<file path="src/rtl/bsr_pkg.sv">
// bsr_pkg: shared definitions for the bitstream bit reader.
//   - input-side state of the byte stuffing filter (DATA, FF, MARK)
//   - the marker prefix byte (0xFF) and the stuffing byte (0x00)
//   - default parameter values for bs_bit_reader
package bsr_pkg;

    localparam int BSR_MAX_BITS = 16;
    localparam int BSR_LEN_W    = 5;
    localparam int BSR_BUF_W    = 32;

    localparam logic [7:0] MARKER_PREFIX = 8'hFF;
    localparam logic [7:0] STUFF_BYTE    = 8'h00;

    typedef enum logic [1:0] {
        ST_DATA = 2'd0,
        ST_FF   = 2'd1,
        ST_MARK = 2'd2
    } in_state_e;

endpackage

</file>
<file path="src/rtl/bsr_stuff_filter.sv">
// bsr_stuff_filter: byte-in/byte-out valid/ready stage that removes 0xFF00
// byte stuffing and detects markers (0xFF followed by a byte other than
// 0x00 or 0xFF). A detected marker stalls the input until marker_clr.
//
// Ports:
//   clk, rst_n               clock, asynchronous active-low reset
//   byte_in/byte_vld/byte_rdy  upstream byte stream
//   out_byte/out_vld         downstream byte; out_vld is a completed insert
//   out_rdy                  downstream has room for one byte
//   marker_clr               pulse: leave MARK, resume input
//   marker_vld, marker_code  marker stall flag and marker's second byte
module bsr_stuff_filter
    import bsr_pkg::*;
(
    input  logic       clk,
    input  logic       rst_n,
    input  logic [7:0] byte_in,
    input  logic       byte_vld,
    output logic       byte_rdy,
    output logic [7:0] out_byte,
    output logic       out_vld,
    input  logic       out_rdy,
    input  logic       marker_clr,
    output logic       marker_vld,
    output logic [7:0] marker_code
);

    in_state_e  state;
    in_state_e  state_nx;
    logic       accept;
    logic       enter_mark;

    // Upstream handshake follows the downstream room directly, so a byte
    // that will be dropped (0xFF prefix, fill byte) still costs one slot
    // of readiness but never an insert.
    assign byte_rdy   = out_rdy & (state != ST_MARK);
    assign accept     = byte_vld & byte_rdy;
    assign marker_vld = (state == ST_MARK);

    always_comb begin
        state_nx   = state;
        out_vld    = 1'b0;
        out_byte   = byte_in;
        enter_mark = 1'b0;
        case (state)
            ST_DATA: begin
                if (accept) begin
                    if (byte_in == MARKER_PREFIX) begin
                        state_nx = ST_FF;
                    end else begin
                        out_vld = 1'b1;
                    end
                end
            end
            ST_FF: begin
                if (accept) begin
                    if (byte_in == STUFF_BYTE) begin
                        out_vld  = 1'b1;
                        out_byte = MARKER_PREFIX;
                        state_nx = ST_DATA;
                    end else if (byte_in != MARKER_PREFIX) begin
                        state_nx   = ST_MARK;
                        enter_mark = 1'b1;
                    end
                end
            end
            ST_MARK: begin
                if (marker_clr) begin
                    state_nx = ST_DATA;
                end
            end
            default: begin
                state_nx = ST_DATA;
            end
        endcase
    end

    always_ff @(posedge clk or negedge rst_n) begin
        if (!rst_n) begin
            state       <= ST_DATA;
            marker_code <= 8'h00;
        end else begin
            state <= state_nx;
            if (enter_mark) begin
                marker_code <= byte_in;
            end
        end
    end

endmodule

</file>
<file path="src/rtl/bs_bit_reader.sv">
// bs_bit_reader: drains bytes from the upstream FIFO into an MSB-aligned bit
// buffer and serves 0..MAX_BITS-bit fields, MSB-first, right-aligned in
// bits_out, one field per cycle with one cycle of latency.
//
// Ports:
//   clk, rst_n                    clock, asynchronous active-low reset
//   byte_in/byte_vld/byte_rdy     upstream byte stream
//   req_len/req_vld/req_rdy       field request
//   align_req                     pulse: drop bits up to next byte boundary
//   bits_out/bits_vld/bits_rdy    field result
//   bit_cnt                       valid bits currently buffered
//   marker_vld/marker_code/marker_clr  marker stall and release
//
// Build option: define BSR_STUFF_REMOVE_EN to insert bsr_stuff_filter in the
// byte path (0xFF00 unstuffing, marker detection). Without it bytes are
// inserted verbatim and marker_vld/marker_code are tied to zero.
module bs_bit_reader
    import bsr_pkg::*;
#(
    parameter int MAX_BITS = BSR_MAX_BITS,
    parameter int LEN_W    = BSR_LEN_W,
    parameter int BUF_W    = BSR_BUF_W
) (
    input  logic                   clk,
    input  logic                   rst_n,
    input  logic [7:0]             byte_in,
    input  logic                   byte_vld,
    output logic                   byte_rdy,
    input  logic [LEN_W-1:0]       req_len,
    input  logic                   req_vld,
    output logic                   req_rdy,
    input  logic                   align_req,
    output logic [MAX_BITS-1:0]    bits_out,
    output logic                   bits_vld,
    input  logic                   bits_rdy,
    output logic [$clog2(BUF_W):0] bit_cnt,
    output logic                   marker_vld,
    output logic [7:0]             marker_code,
    input  logic                   marker_clr
);

    localparam int CNT_W = $clog2(BUF_W) + 1;

    // Top n bits of the buffer, right-aligned; n = 0 yields zero.
    function automatic logic [MAX_BITS-1:0] extract_field(
        input logic [BUF_W-1:0] b,
        input logic [LEN_W-1:0] n
    );
        logic [BUF_W-1:0] t;
        if (n == '0) begin
            t = '0;
        end else begin
            t = b >> (BUF_W - int'(n));
        end
        return t[MAX_BITS-1:0];
    endfunction

    logic [BUF_W-1:0]    bit_buf;
    logic [BUF_W-1:0]    buf_nx;
    logic [CNT_W-1:0]    cnt;
    logic [CNT_W-1:0]    cnt_after;
    logic [CNT_W-1:0]    cnt_nx;
    logic [CNT_W-1:0]    req_len_c;
    logic [CNT_W-1:0]    consume_n;
    logic [2:0]          offset;
    logic [2:0]          offset_nx;
    logic [2:0]          align_bits;
    logic                space_ok;
    logic                req_fire;
    logic                ins_vld;
    logic [7:0]          ins_byte;
    logic [MAX_BITS-1:0] bits_p1;
    logic                vld_p1;

    // Room check uses the current count only, so an accepted byte always
    // fits even if nothing is consumed in the same cycle.
    assign space_ok = (cnt <= CNT_W'(BUF_W - 8));

`ifdef BSR_STUFF_REMOVE_EN
    bsr_stuff_filter u_stuff_filter (
        .clk         (clk),
        .rst_n       (rst_n),
        .byte_in     (byte_in),
        .byte_vld    (byte_vld),
        .byte_rdy    (byte_rdy),
        .out_byte    (ins_byte),
        .out_vld     (ins_vld),
        .out_rdy     (space_ok),
        .marker_clr  (marker_clr),
        .marker_vld  (marker_vld),
        .marker_code (marker_code)
    );
`else
    logic unused_marker_clr;
    assign unused_marker_clr = marker_clr;
    assign byte_rdy    = space_ok;
    assign ins_vld     = byte_vld & space_ok;
    assign ins_byte    = byte_in;
    assign marker_vld  = 1'b0;
    assign marker_code = 8'h00;
`endif

    assign req_len_c  = CNT_W'(req_len);
    // Buffered bit count is always a multiple of 8 minus offset, so the
    // bits to the next boundary are always present.
    assign align_bits = 3'd0 - offset;

    assign req_rdy  = (cnt >= req_len_c) & (!vld_p1 | bits_rdy) & !align_req;
    assign req_fire = req_vld & req_rdy;

    always_comb begin
        consume_n = '0;
        offset_nx = offset;
        if (req_fire) begin
            consume_n = req_len_c;
            offset_nx = offset + req_len[2:0];
        end else if (align_req) begin
            consume_n = CNT_W'(align_bits);
            offset_nx = 3'd0;
        end
        cnt_after = cnt - consume_n;
        cnt_nx    = cnt_after + (ins_vld ? CNT_W'(8) : CNT_W'(0));
        // New byte lands just below the bits that survive this cycle's consume.
        buf_nx    = bit_buf << consume_n;
        if (ins_vld) begin
            buf_nx = buf_nx | ({ins_byte, {(BUF_W-8){1'b0}}} >> cnt_after);
        end
    end

    always_ff @(posedge clk or negedge rst_n) begin
        if (!rst_n) begin
            bit_buf <= '0;
            cnt     <= '0;
            offset  <= 3'd0;
        end else begin
            bit_buf <= buf_nx;
            cnt     <= cnt_nx;
            offset  <= offset_nx;
        end
    end

    // ---- stage p1: field result register ----
    always_ff @(posedge clk or negedge rst_n) begin
        if (!rst_n) begin
            bits_p1 <= '0;
            vld_p1  <= 1'b0;
        end else if (req_fire) begin
            bits_p1 <= extract_field(bit_buf, req_len);
            vld_p1  <= 1'b1;
        end else if (bits_rdy) begin
            vld_p1  <= 1'b0;
        end
    end

    assign bits_out = bits_p1;
    assign bits_vld = vld_p1;
    assign bit_cnt  = cnt;

    a_req_len_legal : assert property (
        @(posedge clk) disable iff (!rst_n) req_vld |-> (req_len <= LEN_W'(MAX_BITS))
    );

endmodule
</file>
<file path="config.mk">
export PLATFORM = sky130hd
export DESIGN_NAME = bs_bit_reader
export DESIGN_NICKNAME = d
export VERILOG_FILES = /design/src/rtl/bsr_pkg.sv /design/src/rtl/bsr_stuff_filter.sv /design/src/rtl/bs_bit_reader.sv
export SDC_FILE = /design/constraint.sdc
export NUM_CORES = 1
export LEC_CHECK = 0
export BUFFER_PORTS_ARGS = -buffer_cell sky130_fd_sc_hd__clkbuf_2
export CAP_MARGIN = 20
export CORE_ASPECT_RATIO = 0.5
export CORE_MARGIN = 8
export CORE_UTILIZATION = 45
export DETAILED_ROUTE_END_ITERATION = 10
export GPL_TIMING_DRIVEN = 0
export SLEW_MARGIN = 20
export SYNTH_ARGS = -nofsm -noshare
export SYNTH_HDL_FRONTEND = slang
export SYNTH_SLANG_ARGS = --single-unit
export TNS_END_PERCENT = 10
</file>
<file path="constraint.sdc">
create_clock -name clk -period 5 [get_ports clk]
set_clock_uncertainty 0.15 [all_clocks]
set_input_delay 1.25 -clock clk [delete_from_list [all_inputs] [get_ports clk]]
set_output_delay 1.25 -clock clk [all_outputs]
set_load 0.01 [all_outputs]
</file>
==> results of run 1 <==
-- cell type report --
class / instances / area [sq um]
clock buffers: 12 / 256.5
clock inverters: 4 / 50.05
well taps: 176 / 220.2
multi-input cells: 593 / 4355
repair buffers: 52 / 300.3
fillers: 1220 / 6254
inverters: 22 / 100.1
flip-flops and latches: 58 / 1451
plain buffers: 54 / 300.3
-- cells in the final DEF, fill, tap and decap left out, types with 21 or more instances in the layout --
| cell | n |
|---|---|
| clkbuf_1 | 21 |
| nor2_1 | 59 |
| a21oi_1 | 43 |
| mux4_2 | 24 |
| o21ai_0 | 44 |
| mux2i_1 | 52 |
| dfrtp_1 | 58 |
| clkbuf_2 | 47 |
| o22ai_1 | 25 |
| nand2_1 | 98 |
| mux2_2 | 24 |
-- final timing paths --
check | to | slack [ns]
worst max-delay path | bit_buf[29] | 0.13
worst min-delay path | bits_out[2] | 0.33
worst max register to register | bit_buf[29] | 0.69
worst min register to register | bits_out[2] | 0.33
max in group asynchronous | bit_buf[1] | 3.44
min in group asynchronous | bits_out[10] | 0.71
-- routing by layer --
layer	global-route usage [%]	up-vias
met5	0	-
met4	3.501	0
met3	15.38	43
met2	32.60	563
met1	42.06	3224
li1	-	2823
-- report_power, final --
| part | switching [W] | internal [W] |
|---|---|---|
| Sequential | 0.000358 | 0.000697 |
| Combinational | 0.00250 | 0.00149 |
| Clock | 0.000251 | 0.000413 |
-- metrics by stage --
stage               utilization (%)  area, sq um  hold slack, ns  power [W]  setup TNS, ns
global route                  52.94         7034          0.3460   0.005958       -0.05372
detailed placement            49.21         6539          0.3201   0.004600         -41.30
global placement              49.04         6516          0.3115   0.004592         -41.03
floorplan                         -         6086          0.3662   0.003420              0
CTS                           52.07         6919          0.3320   0.005378              0
finish                        52.94         7034          0.3291   0.005705              0
-- cell families after synthesis --
kind of cell,share of synthesized area (%)
AND/OR/NAND/NOR,17.09
AO/OA/AOI/OAI,23.23
multiplexers,23.35
buffers and inverters,6.259
flip-flops,24.12
adder cells (fa/ha/maj),3.993
XOR/XNOR,1.892
other,0.06232
-- timing repair --
item / in CTS / in global routing
endpoints found under the hold margin: 0 / 0
pin swaps: 2 / 6
setup buffers: 5 / 4
gates resized for setup: 25 / 33
setup endpoints to repair: 41 / 37
hold buffers: 0 / 0
-- registers in the layout, summed over array words and instances (netlist names) --
name and count:
bit_cnt 6, offset 3, bits_vld 1, bits_out 16, bit_buf 32
-- worst register-to-register path, stage by stage (launching register included) --
cell and delay, ns:
dfrtp_1 0.36, inv_1 0.13, ha_1 0.30, nand2b_1 0.10, a21oi_1 0.07, o21a_2 0.25, o21ai_4 0.34, clkbuf_4 0.33
clkbuf_4 0.30, fa_2 0.31, inv_1 0.07, a21o_1 0.18, a21oi_1 0.23, xnor2_2 0.13, nor2b_1 0.16, buf_6 0.18
nand3_2 0.22, nor2_2 0.20, a21oi_1 0.05, o211ai_1 0.16
==> results.toml, run 1 <==
[routing]
routed_via_density = 6.852
maxUsedRoutingLayer = "met4"
drtIter0Drc = 910
drc_errors = 0
met2_length_microns = 8936
wl_met1_microns = 11750
dr_wl_met3_microns = 4429
drt-pass1-iter-count = 6
vias = 6653
wl_microns = 25360
antenna_left = 0
wl_per_cell_microns = 26.12

[logic_synthesis]
netlist_area_sq_um = 6017
ys_warn_count = 0
ys_seq_elements = 58
ys_async_sr_fraction_pct = 100.0
synth_top_area_share_pct = 24.12
synth_cells = 726
ys_top_cells_by_count = "98 x nand2_1, 63 x nor2_1, 58 x dfrtp_1"
synthDistinctLibCells = 67
synth_area_per_cell_sq_um = 8.288
netlist_top_cells_area = "dfrtp_1 24%, mux4_2 9.0%, mux2i_1 8.7%"
ys.flop_type = "dfrtp_1"
synth_top_area_cell = "dfrtp_1"
ys_seq_area_share_pct = 24.12
synth-edff-count = 0
yosysMostFrequentCell = "nand2_1"

[job]
cap_violations = 0

[global_route]
grt_usage_pct = 27.67
antenna_found_initial = 0
grt_max_degree = 35
grt_pass1_wl_microns = 37350
overflow = 0
first_global_vias = 5925

[placed_design]
io_buffer_count = 42
placed_cells = 953
dp_hpwl_microns = 20370
place.gp.congestion = 1.053
dp_slack_ns = -1.268

[cells_and_area]
fin_cells = 971
syn2layout_area_growth_pct = 16.91
num-nets-final = 828
diodes = 0
drive_gt1_share_pct = 23.27

[timing]
fin_crit_ns = 4.871
max_slew_margin_pct = 39.69
fmax_ghz = 0.2053
fin_crit_sh_pct = 97.43
worst_pin_slew_ns = 0.8983
fin_ws_ns = 0.1287
report.final.slew_viol_count = 0
setup_viol = 0
rsz0062_at_grt = "yes"
hold_viol_final = 0

[clock_tree]
clkLatencyLatePin_ns = 0.34
clk_path_buf_depth = 2
clkSinkCount = 58
cts-root-buf = "clkbuf_16"
cts.htree.levels = 3
numCtsBuffers = 9
clk_pin_slew_ns = 0.06
cts_tree = "built"

[status]
outcome = "completed"

[die]
core-area_sq_um = 13290
boundaryPins = 54
die_w_microns = 179.5
start_util_pct = 45.28
dieArea_sq_um = 17550
row_count = 30
fp.dieH_microns = 97.77

[worst_setup_path]
crit_slowest_cell = "o21ai_4"
crit_top_cell = "clkbuf_4"
critPathCaptureType = "register"
r2r_cells = 19
crit_buf_inv = 6
cpPeakStageDelay_ns = 0.34
crit_family = "compound AO/OA/AOI/OAI gates"
worstSetupPathType = "in2reg"
startpoint = "req_len[2]"
path_max_fanout = 10
cp.arrival_ns = 4.96
start_kind = "input pin"
crit_path_cell_trace = "clkbuf_4 -> inv_1 -> ha_1 -> nand3_1 -> o21a_2 -> o21ai_4 -> clkbuf_4 -> clkbuf_4 -> fa_2 -> inv_1 -> a21o_1 -> a21oi_1 -> xnor2_2 -> nor2b_1 -> buf_6 -> nand3_2 -> nor2_2 -> a21oi_1 -> o211ai_1"
r2r-start = "bit_cnt[0]"
crit_cells = 19
crit_required_ns = 5.09

[min_path]
hp-class = "reg2reg"
hp-start = "bits_out[2]"
holdPathStages = 2

[power_and_ir_drop]
powerDensity_nw_per_um2 = 811.0
ir_worst_vdd_mv = 0.3390
leakage_nw = 3.023
No activity file was read; power rests on OpenSTA's default activity.
==> run 2: changes to the inputs <==
--- a/config.mk
+++ b/config.mk
@@ -5,6 +5,7 @@
 export SDC_FILE = /design/constraint.sdc
 export NUM_CORES = 1
 export LEC_CHECK = 0
+export ABC_AREA = 1
 export BUFFER_PORTS_ARGS = -buffer_cell sky130_fd_sc_hd__clkbuf_2
 export CAP_MARGIN = 20
 export CORE_ASPECT_RATIO = 0.5
==> results.toml, run 2 <==
[status]
outcome = "completed"

[die]
row_count = 30
die_w_microns = 183.8
core-area_sq_um = 13660
boundaryPins = 54
fp.dieH_microns = 99.92
dieArea_sq_um = 18370
start_util_pct = 46.39

[cells_and_area]
num-nets-final = 1143
regMostFlops = "bit_buf"
largest_register_ff_count = 32
syn2layout_area_growth_pct = 16.50
drive_gt1_share_pct = 15.24
layout_commonest_cell = "nand2_1"
fin_cells = 1302
final_cell_mix = "303 x nand2_1, 298 x nand3_1, 72 x o21ai_0"

[placed_design]
dp_slack_ns = -0.5364
io_buffer_count = 43
placed_cells = 1273
dp_hpwl_microns = 20070
place.gp.congestion = 1.031

[worst_setup_path]
r2r_slack_ns = 1.01
cpPeakStageDelay_ns = 0.29
worstSetupPathType = "in2reg"
crit_required_ns = 5.11
crit_family = "simple AND/OR/NAND/NOR gates"
critPathCaptureType = "register"
crit_path_cell_trace = "clkbuf_2 -> clkinvlp_4 -> ha_4 -> or2_0 -> a21oi_4 -> nand2_4 -> nand3_4 -> inv_2 -> nand2_2 -> nand2_4 -> inv_4 -> buf_4 -> ha_4 -> a21oi_1 -> nand2_1 -> nand2_1 -> nand2_1 -> a21oi_2 -> xor2_2 -> nand2_1 -> inv_2 -> nand2_1 -> nand3_1"
crit_buf_inv = 6
crit_slowest_cell = "xor2_2"
start_kind = "input pin"
crit_top_cell = "nand2_1"
path_max_fanout = 10
cp.arrival_ns = 4.89

[logic_synthesis]
yosysMostFrequentCell = "nand2_1"
synth_cells = 1029
ys_warn_count = 0
netlist_top_cells_area = "nand3_1 24%, dfrtp_1 23%, nand2_1 18%"
ys_async_sr_fraction_pct = 100.0
synth-edff-count = 0
ys_seq_elements = 58
synth_top_area_share_pct = 23.53
ys_top_cells_by_count = "304 x nand2_1, 298 x nand3_1, 76 x o21ai_0"
synth_area_per_cell_sq_um = 6.160
ys_seq_area_share_pct = 22.90
netlist_area_sq_um = 6339
ys.flop_type = "dfrtp_1"
synthDistinctLibCells = 49
synth_top_area_cell = "nand3_1"

[global_route]
overflow = 0
antenna_found_initial = 1
first_global_vias = 7277
grt_max_degree = 33
grt_usage_pct = 27.43
grt_pass1_wl_microns = 39730

[timing]
worst_pin_slew_ns = 0.5697
tns_ns = 0
hold_viol_final = 0
fin_ws_ns = 0.2236
setup_viol = 0
fin_crit_sh_pct = 95.53
fin_crit_ns = 4.776
fmax_ghz = 0.2094
max_slew_margin_pct = 62.02
report.final.slew_viol_count = 0
rsz0062_at_grt = "yes"

[routing]
wl_per_cell_microns = 19.21
vias = 7461
wl_microns = 25010
drt-pass1-iter-count = 5
antenna_left = 0
drtIter0Drc = 777
routed_via_density = 5.730
drc_errors = 0

[clock_tree]
cts.htree.levels = 3
cts-root-buf = "clkbuf_16"
clkLatencyLatePin_ns = 0.34
cts_tree = "built"
numCtsBuffers = 9
cts_hold_buf = 0
clkSinkCount = 58
clk_pin_slew_ns = 0.07
clk_path_buf_depth = 2

[power_and_ir_drop]
leakage_nw = 3.645
ir_worst_vdd_mv = 0.4598
powerDensity_nw_per_um2 = 761.8

[job]
cap_violations = 0

[min_path]
hp-class = "reg2reg"
run 2: changes by cell type after synthesis, sizes merged, moves of 16 or more:
cell	before	now
nor2	63	39
o22ai	25	2
inv	20	56
mux2i	53	10
buf	27	55
clkbuf	34	18
nand3	23	299
mux2	28	0
mux4	24	0
o21ai	52	83
a21oi	46	11
nand2	98	310
run 2: routing by layer:
layer	global-route usage (%)	vias up	part of all wire (%)
li1	-	3644	-
met1	36.67	3384	46
met2	42.65	375	42
met3	7.102	58	10
met4	8.503	0	2.7
met5	0	-	0
run 2: kinds of logic after synthesis:
logic type                 count (synthesis)  synth area share (%)
and+or+nand+nor                          661                 46.53
DFF                                       58                 22.90
muxes                                     10                 1.579
adders and majority gates                 18                 3.790
other                                      1               0.05916
AOI/OAI and AO/OA                        141                 13.42
xor gates and xnor gates                  10                 1.737
buffers and inverters                    130                 9.988
run 2: layout make-up:
cell class | instances | area [sq um]
Clock inverter | 5 | 80.08
Tap cell | 192 | 240.2
Fill cell | 1511 | 6279
Clock buffer | 10 | 229.0
Antenna cell | 1 | 2.502
Sequential cell | 58 | 1451
Buffer | 73 | 429.2
Multi-Input combinational cell | 849 | 4393
Timing Repair Buffer | 57 | 335.3
Inverter | 57 | 224.0
run 2: through the flow:
| step | total power [W] | hold WS [ns] | cell area [sq um] | util, % |
|---|---|---|---|---|
| floorplan | 0.003446 | 0.3657 | 6369 | - |
| detailed placement | 0.004551 | 0.3231 | 6847 | 50.11 |
| global route | 0.006105 | 0.3501 | 7382 | 54.03 |
| global placement | 0.004515 | 0.3106 | 6824 | 49.95 |
| finish | 0.005626 | 0.3303 | 7385 | 54.05 |
| CTS | 0.005251 | 0.3362 | 7161 | 52.41 |
run 2: power by group:
part | total, W | internal (W) | switching [W]
combinational | 0.00393 | 0.00137 | 0.00256
clock | 0.000679 | 0.000433 | 0.000246
sequential | 0.00102 | 0.000707 | 0.000314
run 2: what timing repair did:
| action | CTS | global route |
|---|---|---|
| pin swaps | 0 | 4 |
| resized for setup | 2 | 38 |
| setup buffers | 0 | 13 |
| endpoints found under the setup margin | 5 | 34 |
run 2: worst paths after layout:
check / cells past startpoint / to / start
worst max-delay path: 23 / bit_buf[31] / req_len[4]
worst min-delay path: 1 / bits_out[6] / bits_out[6]
worst max register to register: 22 / bit_buf[31] / bit_cnt[3]
worst min register to register: 1 / bits_out[6] / bits_out[6]
max in group asynchronous: 2 / bit_cnt[0] / rst_n
min in group asynchronous: 1 / bits_out[9] / rst_n
run 2: worst register-to-register path, cell delays in order (launching register included):
cell     delay (ns)
dfrtp_1        0.42
ha_1           0.31
nand2_1        0.06
nand2_1        0.07
a21oi_4        0.20
nand2_4        0.11
nand3_4        0.16
inv_2          0.08
nand2_2        0.08
nand2_4        0.11
inv_4          0.17
buf_4          0.25
ha_4           0.26
a21oi_1        0.15
nand2_1        0.12
nand2_1        0.08
nand2_1        0.06
a21oi_2        0.16
xor2_2         0.29
nand2_1        0.21
inv_2          0.17
nand2_1        0.10
nand3_1        0.15
